**config.mk**
```make
export PLATFORM = sky130hd
export DESIGN_NAME = vector_mem_sequencer
export DESIGN_NICKNAME = d
export VERILOG_FILES = /design/src/rtl/vec_mem_pkg.sv /design/src/rtl/vec_beat_buffer.sv /design/src/rtl/vector_mem_sequencer.sv
export SDC_FILE = /design/constraint.sdc
export NUM_CORES = 1
export LEC_CHECK = 0
export BUFFER_PORTS_ARGS = -buffer_cell sky130_fd_sc_hd__buf_2
export CAP_MARGIN = 10
export CORE_ASPECT_RATIO = 1.25
export CORE_MARGIN = 1
export CORE_UTILIZATION = 30
export DETAILED_ROUTE_END_ITERATION = 6
export PLACE_DENSITY = 0.59
export SLEW_MARGIN = 30
export SYNTH_ARGS = -nofsm -noshare
export SYNTH_HDL_FRONTEND = slang
export SYNTH_SLANG_ARGS = --single-unit
```
**constraint.sdc**
```tcl
create_clock -name clk -period 2.2 [get_ports clk]
set_input_delay 0.11 -clock clk [delete_from_list [all_inputs] [get_ports clk]]
set_output_delay 0.11 -clock clk [all_outputs]
set_load 0.02 [all_outputs]
```
**src/rtl/vec_mem_pkg.sv**
```systemverilog
// vec_mem_pkg
//   Shared types and constants for the vector load/store sequencer.
//   - seqState_t : sequencer FSM states
//   - BEATS, WORD_BYTES, ALIGN_BITS : geometry of the default 128-bit
//     vector over a 32-bit data-memory port
//   - beatsOf / alignBitsOf / cntWidth : the same geometry derived from
//     arbitrary widths, so modules stay consistent with their parameters
package vec_mem_pkg;

  typedef enum logic [1:0] {
    IDLE  = 2'd0,
    ISSUE = 2'd1,
    WAIT  = 2'd2,
    DONE  = 2'd3
  } seqState_t;

  localparam int VEC_W_DEF  = 128;
  localparam int WORD_W_DEF = 32;
  localparam int BEATS      = VEC_W_DEF / WORD_W_DEF;
  localparam int WORD_BYTES = WORD_W_DEF / 8;
  localparam int ALIGN_BITS = $clog2(VEC_W_DEF / 8);

  function automatic int beatsOf(input int vecW, input int wordW);
    return vecW / wordW;
  endfunction

  function automatic int alignBitsOf(input int vecW);
    return $clog2(vecW / 8);
  endfunction

  // Counter/index width that never collapses to zero bits.
  function automatic int cntWidth(input int n);
    return (n > 1) ? $clog2(n) : 1;
  endfunction

endpackage

```
**src/rtl/vec_beat_buffer.sv**
```systemverilog
// vec_beat_buffer
//   VEC_W-bit assembly register for vector loads, written one word lane
//   at a time.
//   Ports:
//     clk, rst_n      clock, asynchronous active-low reset (clears buffer)
//     clear           synchronous clear of every lane
//     wrEn            write lane wrIdx with wrData this cycle
//     wrIdx, wrData   lane index (lane 0 = least significant) and word
//     data            current buffer contents
//     merged          contents as they will be after this cycle's write,
//                     so the caller can capture the completed vector on
//                     the same edge that writes the final lane
module vec_beat_buffer
  import vec_mem_pkg::*;
#(
  parameter int VEC_W  = 128,
  parameter int WORD_W = 32
) (
  input  logic                                    clk,
  input  logic                                    rst_n,
  input  logic                                    clear,
  input  logic                                    wrEn,
  input  logic [cntWidth(VEC_W / WORD_W)-1:0]     wrIdx,
  input  logic [WORD_W-1:0]                       wrData,
  output logic [VEC_W-1:0]                        data,
  output logic [VEC_W-1:0]                        merged
);

  localparam int NWORDS = beatsOf(VEC_W, WORD_W);
  localparam int IDX_W  = cntWidth(NWORDS);

  genvar gi;
  generate
    for (gi = 0; gi < NWORDS; gi++) begin : g_lane
      logic [WORD_W-1:0] wordReg;
      logic              hit;

      assign hit = wrEn && (wrIdx == IDX_W'(gi));

      always_ff @(posedge clk or negedge rst_n) begin
        if (!rst_n) begin
          wordReg <= '0;
        end else if (clear) begin
          wordReg <= '0;
        end else if (hit) begin
          wordReg <= wrData;
        end
      end

      assign data[gi*WORD_W +: WORD_W]   = wordReg;
      assign merged[gi*WORD_W +: WORD_W] = hit ? wrData : wordReg;
    end
  endgenerate

endmodule

```
**src/rtl/vector_mem_sequencer.sv**
```systemverilog
// vector_mem_sequencer
//   MEM-stage sequencer that splits one VEC_W-bit vector load/store into
//   VEC_W/WORD_W word beats on the scalar data-memory port, stalling the
//   pipeline while the beats run and assembling load beats into a vector
//   for the vector register-file write.
//   Ports:
//     clk, rst_n          clock, asynchronous active-low reset
//     start_i             vector memory op valid (held while stall_o=1)
//     is_store_i          1 = store, 0 = load
//     base_addr_i         byte base address (must be VEC_W/8 aligned)
//     store_data_i        vector store data
//     dest_reg_i          destination vector register for loads
//     stall_o             freeze IF/ID/EX/MEM
//     done_o, misalign_o  one-cycle completion pulse / misaligned flag
//     wb_en_o, wb_reg_o   vector register write enable and index
//     load_data_o         assembled load vector (held until next load)
//     mem_req_o, mem_we_o, mem_addr_o, mem_wdata_o   beat request
//     mem_gnt_i           beat accepted this cycle
//     mem_rvalid_i, mem_rdata_i   read response (>=1 cycle after gnt)
module vector_mem_sequencer
  import vec_mem_pkg::*;
#(
  parameter int VEC_W  = 128,
  parameter int WORD_W = 32,
  parameter int ADDR_W = 32
) (
  input  logic              clk,
  input  logic              rst_n,
  input  logic              start_i,
  input  logic              is_store_i,
  input  logic [ADDR_W-1:0] base_addr_i,
  input  logic [VEC_W-1:0]  store_data_i,
  input  logic [4:0]        dest_reg_i,
  output logic              stall_o,
  output logic              done_o,
  output logic              misalign_o,
  output logic              wb_en_o,
  output logic [4:0]        wb_reg_o,
  output logic [VEC_W-1:0]  load_data_o,
  output logic              mem_req_o,
  output logic              mem_we_o,
  output logic [ADDR_W-1:0] mem_addr_o,
  output logic [WORD_W-1:0] mem_wdata_o,
  input  logic              mem_gnt_i,
  input  logic              mem_rvalid_i,
  input  logic [WORD_W-1:0] mem_rdata_i
);

  localparam int NBEATS = beatsOf(VEC_W, WORD_W);
  localparam int NBYTES = WORD_W / 8;
  localparam int NALIGN = alignBitsOf(VEC_W);
  localparam int CNT_W  = cntWidth(NBEATS);
  localparam logic [CNT_W-1:0] LAST_BEAT = CNT_W'(NBEATS - 1);

  seqState_t          stateReg, stateNext;
  logic [CNT_W-1:0]   beatReg;
  logic               isStoreReg;
  logic               misalignReg;
  logic [ADDR_W-1:0]  baseReg;
  logic [VEC_W-1:0]   storeDataReg;
  logic [4:0]         destReg;
  logic [4:0]         wbRegOut;
  logic [VEC_W-1:0]   loadOutReg;

  logic               inIdle, inIssue, inWait, inDone;
  logic               accept, misalignIn, lastBeat;
  logic               issueGnt, loadWordWr, beatAdvance;
  logic [ADDR_W-1:0]  beatAddr;
  logic [WORD_W-1:0]  storeWord;
  logic [VEC_W-1:0]   bufData, bufMerged;

  assign inIdle  = (stateReg == IDLE);
  assign inIssue = (stateReg == ISSUE);
  assign inWait  = (stateReg == WAIT);
  assign inDone  = (stateReg == DONE);

  assign accept      = inIdle && start_i;
  assign misalignIn  = (base_addr_i[NALIGN-1:0] != '0);
  assign lastBeat    = (beatReg == LAST_BEAT);
  assign issueGnt    = inIssue && mem_gnt_i;
  assign loadWordWr  = inWait && mem_rvalid_i;
  // A store beat finishes on its grant; a load beat only on its read data.
  assign beatAdvance = ((issueGnt && isStoreReg) || loadWordWr) && !lastBeat;

  // Address arithmetic is truncated to ADDR_W bits, so a base near the top
  // of the address space wraps silently.
  assign beatAddr  = baseReg + (ADDR_W'(beatReg) * ADDR_W'(NBYTES));
  assign storeWord = storeDataReg[WORD_W*beatReg +: WORD_W];

  // ---------------------------------------------------------------- FSM
  always_ff @(posedge clk or negedge rst_n) begin
    if (!rst_n) begin
      stateReg <= IDLE;
    end else begin
      stateReg <= stateNext;
    end
  end

  always_comb begin
    stateNext = stateReg;
    unique case (stateReg)
      IDLE: begin
        if (start_i) begin
          stateNext = misalignIn ? DONE : ISSUE;
        end
      end
      ISSUE: begin
        if (mem_gnt_i) begin
          if (!isStoreReg) begin
            stateNext = WAIT;
          end else if (lastBeat) begin
            stateNext = DONE;
          end
        end
      end
      WAIT: begin
        if (mem_rvalid_i) begin
          stateNext = lastBeat ? DONE : ISSUE;
        end
      end
      DONE:    stateNext = IDLE;
      default: stateNext = IDLE;
    endcase
  end

  // ----------------------------------------------------------- datapath
  always_ff @(posedge clk or negedge rst_n) begin
    if (!rst_n) begin
      beatReg      <= '0;
      isStoreReg   <= 1'b0;
      misalignReg  <= 1'b0;
      baseReg      <= '0;
      storeDataReg <= '0;
      destReg      <= '0;
      wbRegOut     <= '0;
      loadOutReg   <= '0;
    end else begin
      if (accept) begin
        isStoreReg   <= is_store_i;
        misalignReg  <= misalignIn;
        baseReg      <= base_addr_i;
        storeDataReg <= store_data_i;
        destReg      <= dest_reg_i;
        beatReg      <= '0;
      end else if (beatAdvance) begin
        beatReg <= beatReg + 1'b1;
      end else if (inDone) begin
        beatReg <= '0;
      end

      // The visible load vector only changes when a load completes, so a
      // following load's partial beats never leak onto load_data_o.
      if (loadWordWr && lastBeat) begin
        loadOutReg <= bufMerged;
        wbRegOut   <= destReg;
      end
    end
  end

  vec_beat_buffer #(
    .VEC_W  (VEC_W),
    .WORD_W (WORD_W)
  ) u_beatBuffer (
    .clk    (clk),
    .rst_n  (rst_n),
    .clear  (accept && !is_store_i),
    .wrEn   (loadWordWr),
    .wrIdx  (beatReg),
    .wrData (mem_rdata_i),
    .data   (bufData),
    .merged (bufMerged)
  );

  // bufData is kept as the raw assembly view; only the merged view feeds
  // the output register.
  logic bufUnused;
  assign bufUnused = ^bufData;

  // ------------------------------------------------------------ outputs
  // Gating with rst_n keeps stall low during reset even if start_i is
  // still asserted by the frozen pipeline.
  assign stall_o     = rst_n && (accept || inIssue || inWait);
  assign done_o      = inDone;
  assign misalign_o  = inDone && misalignReg;
  assign wb_en_o     = inDone && !isStoreReg && !misalignReg;
  assign wb_reg_o    = wbRegOut;
  assign load_data_o = loadOutReg;

  // Request fields come straight from registered state, so they stay
  // stable for as long as a beat waits for its grant.
  assign mem_req_o   = inIssue;
  assign mem_we_o    = inIssue && isStoreReg;
  assign mem_addr_o  = inIssue ? beatAddr : '0;
  assign mem_wdata_o = (inIssue && isStoreReg) ? storeWord : '0;

endmodule

```
# Word-level counts from Yosys, hierarchy flattened

Index checks and enable logic that the tools add are counted.

Register bits: 400
Input bits: 203
Output and inout port bits: 203
Logic and storage cells: 71

Add/subtract/negate cells: 2
Eq/ne operators: 10
Shift-type cells: 1
Multiplexer cells: 19
Reduce and logical (&&, ||, !) cells: 27

Operator list:

| cell                                                  | number |
|---|---|
| 2-to-1 mux 32 bit                                     | 8 |
| variable part select 128 x 8 -> 32 bit                | 1 |
| adder 32 x 4 -> 32 bit                                | 1 |
| 2-to-1 mux 2 bit                                      | 10 |
| logical AND 1 bit                                     | 15 |
| equality test 2 bit, second input constant            | 4 |
| one-hot mux 2 bit (4 select lines)                    | 1 |
| inequality test 2 bit, second input constant          | 3 |
| equality test 2 x 1 -> 1 bit, second input constant   | 2 |
| logical NOT 1 bit                                     | 4 |
| logical NOT 2 bit                                     | 2 |
| AND reduction 4 bit                                   | 1 |
| nonzero test 4 bit                                    | 1 |
| logical OR 1 bit                                      | 3 |
| inequality test 3 x 2 -> 1 bit, second input constant | 1 |
| nonzero test 3 bit                                    | 1 |
| adder 2 x 1 -> 2 bit, second input constant           | 1 |

# Logic depth before layout (Yosys ltp)

Depth in word-level cells: 7
Depth in mapped cells: 8
Gate-level depth less buffers: 6

# Cells and area by module

A second synthesis with hierarchy kept.

Cell total of the unflattened synthesis: 1,830
Area total of the unflattened synthesis: 20,480.9 um^2

Modules (own cells, without submodules):

| module               | times used | cells an instance | area an instance (um^2) | seq. area each (um^2) |
|---|---|---|---|---|
| vector_mem_sequencer | 1          | 1,236             | 13,188.9                | 7,607.3 |
| vec_beat_buffer      | 1          | 594               | 7,292.0                 | 3,203.1 |

# Least setup slack after synthesis

No wires, ideal clock.

Path type: register to output
From: reg beatReg[0]
To: out mem_addr_o[28]
Arrival time: 2.321 ns
Data required time: 2.090 ns
Path slack: -0.231 ns
Cell stages (with the launch flop): 8
Path buffers: 1
Cell sequence: dfrtp_1 -> ha_1 -> fa_1 -> nand4_1 -> or4_1 -> buf_2 -> or4_1 -> a21oi_1

Longest elaborated chain between the ends: 2

Ends and longest elaborated chain:

| element                | line                        | text |
|---|---|---|
| start, declared        | vector_mem_sequencer.sv:56  | `logic [CNT_W-1:0] beatReg;` |
| start signal, assigned | vector_mem_sequencer.sv:146 | `beatReg <= beatReg + 1'b1;` |
| adder 32 x 4 -> 32 bit | vector_mem_sequencer.sv:87  | `assign beatAddr = baseReg + (ADDR_W'(beatReg) * ADDR_W'(NBYTES));` |
| 2-to-1 mux 32 bit      | vector_mem_sequencer.sv:193 | `assign mem_addr_o = inIssue ? beatAddr : '0;` |
| end, declared          | vector_mem_sequencer.sv:42  | `output logic [ADDR_W-1:0] mem_addr_o,` |

No other way between the ends.

# Final worst setup path

From: reg baseReg[2]
To: out mem_addr_o[26]

Longest elaborated chain between the ends: 2

Ends and longest elaborated chain:

| element                | line                        | text |
|---|---|---|
| start, declared        | vector_mem_sequencer.sv:59  | `logic [ADDR_W-1:0] baseReg;` |
| start signal, assigned | vector_mem_sequencer.sv:141 | `baseReg <= base_addr_i;` |
| adder 32 x 4 -> 32 bit | vector_mem_sequencer.sv:87  |  |
| 2-to-1 mux 32 bit      | vector_mem_sequencer.sv:193 |  |

No other way between the ends.

==> flow_metrics.env <==
export IMPL_cts_root_buf="clkbuf_16"
export IMPL_synth_compound_area_share_pct=4.42
export IMPL_io_pins=406
export IMPL_fin_crit_ps=2770
export IMPL_arrival_ps=2660
export IMPL_drv_cap=0
export IMPL_grt_total_usage_pct=17.3
export IMPL_fin_skew_ps=21.6
export IMPL_place_area_mm2=0.0203
export IMPL_final_common_cell="dfrtp_1"
export IMPL_ys_seq_area_share_pct=59.6
export IMPL_synth_edf_count=0
export IMPL_fin_hold_ws_ps=25.8
export IMPL_die_area_mm2=0.0569
export IMPL_synth_top_area_share_pct=59.6
export IMPL_critPathBufInv=1
export IMPL_rsz0062_at_grt="yes"
export IMPL_worstPathRequired_ps=2090
export IMPL_clkTransAtPathRegs_ps=70
export IMPL_violations="setup timing"
export IMPL_fin_cells=2756
export IMPL_max_freq_mhz=361
export IMPL_drive_above_1_share_pct=43.4
export IMPL_antenna_found_initial=0
export IMPL_synth_top_family_by_area="multiplexers"
export IMPL_ys_ff_latch=400
export IMPL_drt_initial_drc_count=557
export IMPL_synth_cell_types=38
export IMPL_clockBufferDepth=3
export IMPL_crit_chain="ha_4 -> fa_2 -> nand4_1 -> or4_4 -> or4_4 -> a21oi_4 -> buf_6"
export IMPL_grt_pass1_vias=13693
export IMPL_row_count=96
export IMPL_synthSimpleGateAreaFrac_pct=8.81
export IMPL_setup_ws_ps=-567
export IMPL_fin_nets=2198
export IMPL_cp_slowest_cell="or4_4"
export IMPL_ant_nets=0
export IMPL_dieHeight_um=267
export IMPL_place_congestion=0.846
export IMPL_cts_made_buffers=42
export IMPL_dp_cells=2442
export IMPL_drt_wirelength_per_cell_um=18.8
export IMPL_cpMostUsedCell="or4_4"
export IMPL_hold_viol=0
export IMPL_clock_sinks=400
export IMPL_synthCells=1316
export IMPL_grt_overflow=0
export IMPL_hpwl_um=32200
export IMPL_drv_slew=0
export IMPL_h_tree_depth=2
export IMPL_start_util_pct=30.5
export IMPL_area_growth_pct=47.1
export IMPL_synthTopCellsByArea="dfrtp_1 (60%), mux2_2 (13%), mux2i_1 (5.8%)"
export IMPL_synth_flop_cell="dfrtp_1"
export IMPL_tightest_slew_ps=706
export IMPL_diodes=0
export IMPL_drc=0
export IMPL_cp_top_family="simple AND/OR/NAND/NOR gates"
export IMPL_synthAdderAreaFrac_pct=0.566
export IMPL_setup_viol=57
export IMPL_portBuffers=405
export IMPL_stdcell_area_mm2=0.0247
export IMPL_fill_cells=4921
export IMPL_hp_class="in2async"
export IMPL_synth_xor_area_share_pct=0.521
export IMPL_finalPower_mw=29.1
export IMPL_critical_path_class="reg2out"
export IMPL_postSynthAreaPerCell_um2=12.8
export IMPL_timing_setup_tns_ps=-14660
export IMPL_syn_area_mm2=0.0168
export IMPL_startpoint_type="flip-flop"
export IMPL_clk_latency_ps=570
export IMPL_power_density_mw_per_mm2=1180
export IMPL_ys_async_sr_fraction_pct=100
export IMPL_via_count=12993
export IMPL_layout_common_cells="dfrtp_1 (395), buf_2 (376), dlygate4sd3_1 (203), mux2_2 (201), nand2_1 (117)"
export IMPL_leakage_nw=12.5
export IMPL_dr_pass1_iters=6
export IMPL_grt_pass1_wl_um=76500
export IMPL_relSlewSlack_pct=52.9
export IMPL_peakVddDrop_v=0.000810
export IMPL_die_w_um=214
export IMPL_netlist_top_cell_by_area="dfrtp_1"
export IMPL_viasPerCell=4.71
export IMPL_ys_warn_count=0
export IMPL_core_area_mm2=0.0551
export IMPL_syn_nets=1526
export IMPL_rrSetupSlack_ps=30
export IMPL_status="finished with violations"
export IMPL_regToRegStartpoint="beatReg[0]"
export IMPL_synth_mux_area_share_pct=23.5
export IMPL_max_stage_delay_ps=490
export IMPL_crit_fanout=6
export IMPL_endpoint_kind="output pin"
export IMPL_r2r_cells=9
export IMPL_r2r_end="load_data_o[9]"
export IMPL_grt_max_degree=95
export IMPL_postRouteWirelength_um=51900
export IMPL_post_route_period_util_pct=126
export IMPL_cts_tree="built"
## flip-flops by register name, summed over array words and instances (netlist names)
signal,cells
load_data_o,128
beatReg,2
u_beatBuffer.g_lane.wordReg,96
wb_reg_o,5
storeDataReg,128
destReg,5
isStoreReg,1
baseReg,32
stateReg,2
misalignReg,1
## timing repair
| action | in CTS | in global routing |
|---|---|---|
| setup buffers | 6 | 15 |
| gates resized for setup | 57 | 52 |
| endpoints found under the setup margin | 254 | 146 |
| endpoints found under the hold margin | 653 | 0 |
| cloned | 3 | 11 |
| hold buffers | 203 | 0 |
| pin swaps | 12 | 17 |
## area by class of cell
| class | count | area, um2 | share of cell area, % |
|---|---|---|---|
| inverter | 10 | 37.5 | 0.152 |
| sequential | 400 | 10000 | 40.5 |
| clock buffer | 59 | 1220 | 4.96 |
| tap | 735 | 920 | 3.72 |
| timing repair buffer | 718 | 5560 | 22.5 |
| multi-input combinational | 816 | 6730 | 27.2 |
| clock inverter | 18 | 226 | 0.916 |
## cell usage after synthesis (5+ instances only)
library cell / instances
nor3_1: 5
inv_1: 10
or3_1: 12
mux4_2: 32
nand3_1: 9
nor2_1: 109
nand4_1: 5
buf_2: 34
ha_1: 6
dfrtp_1: 400
a21oi_1: 22
o31ai_1: 9
xnor2_1: 7
and3_1: 35
o21ai_0: 109
or4_1: 11
mux2i_1: 97
mux2_2: 201
clkbuf_1: 54
nand2_1: 121
## through the flow
step | util, % | setup slack (ps)
floorplan | - | -69.2
global route | 44.8 | -653
detailed placement | 36.8 | -204
finish | 44.8 | -567
CTS | 43.7 | -622
global placement | 36.8 | -187
## power breakdown
part           switching (mW)  total (mW)  internal, mW
clock network            3.07        7.45          4.39
registers                1.43        11.3          9.87
logic                    5.14        10.4          5.26
total                    9.64        29.1          19.5
## how the worst max path moves through the flow
stage | startpoint | end | slack, ps | cells past startpoint
6_report | baseReg[2] | mem_addr_o[26] | -570 | 7
5_1_grt | baseReg[2] | mem_addr_o[28] | -650 | 7
4_1_cts | baseReg[3] | mem_addr_o[22] | -620 | 8
3_5_place_dp | beatReg[0] | load_data_o[9] | -200 | 7
3_3_place_gp | beatReg[0] | load_data_o[0] | -190 | 7
2_1_floorplan | beatReg[0] | mem_addr_o[26] | -70 | 7
## routing by layer
layer	track usage [%]	vias to the layer above	share of wire, %
met4	7.45	0	3.8
met3	4.31	104	5.5
met5	0	-	0
met2	29.0	393	50
li1	-	5953	-
met1	20.8	6543	41
## logic make-up (layout without fill, tap and decap cells)
logic type	Yosys count	after routing
xor+xnor	10	10
simple gates	326	326
flops	400	400
buf+inv	100	805
compound gates	143	143
fa+ha+maj	7	7
mux	330	330
Note: power is estimated with default switching activity, not from simulation.
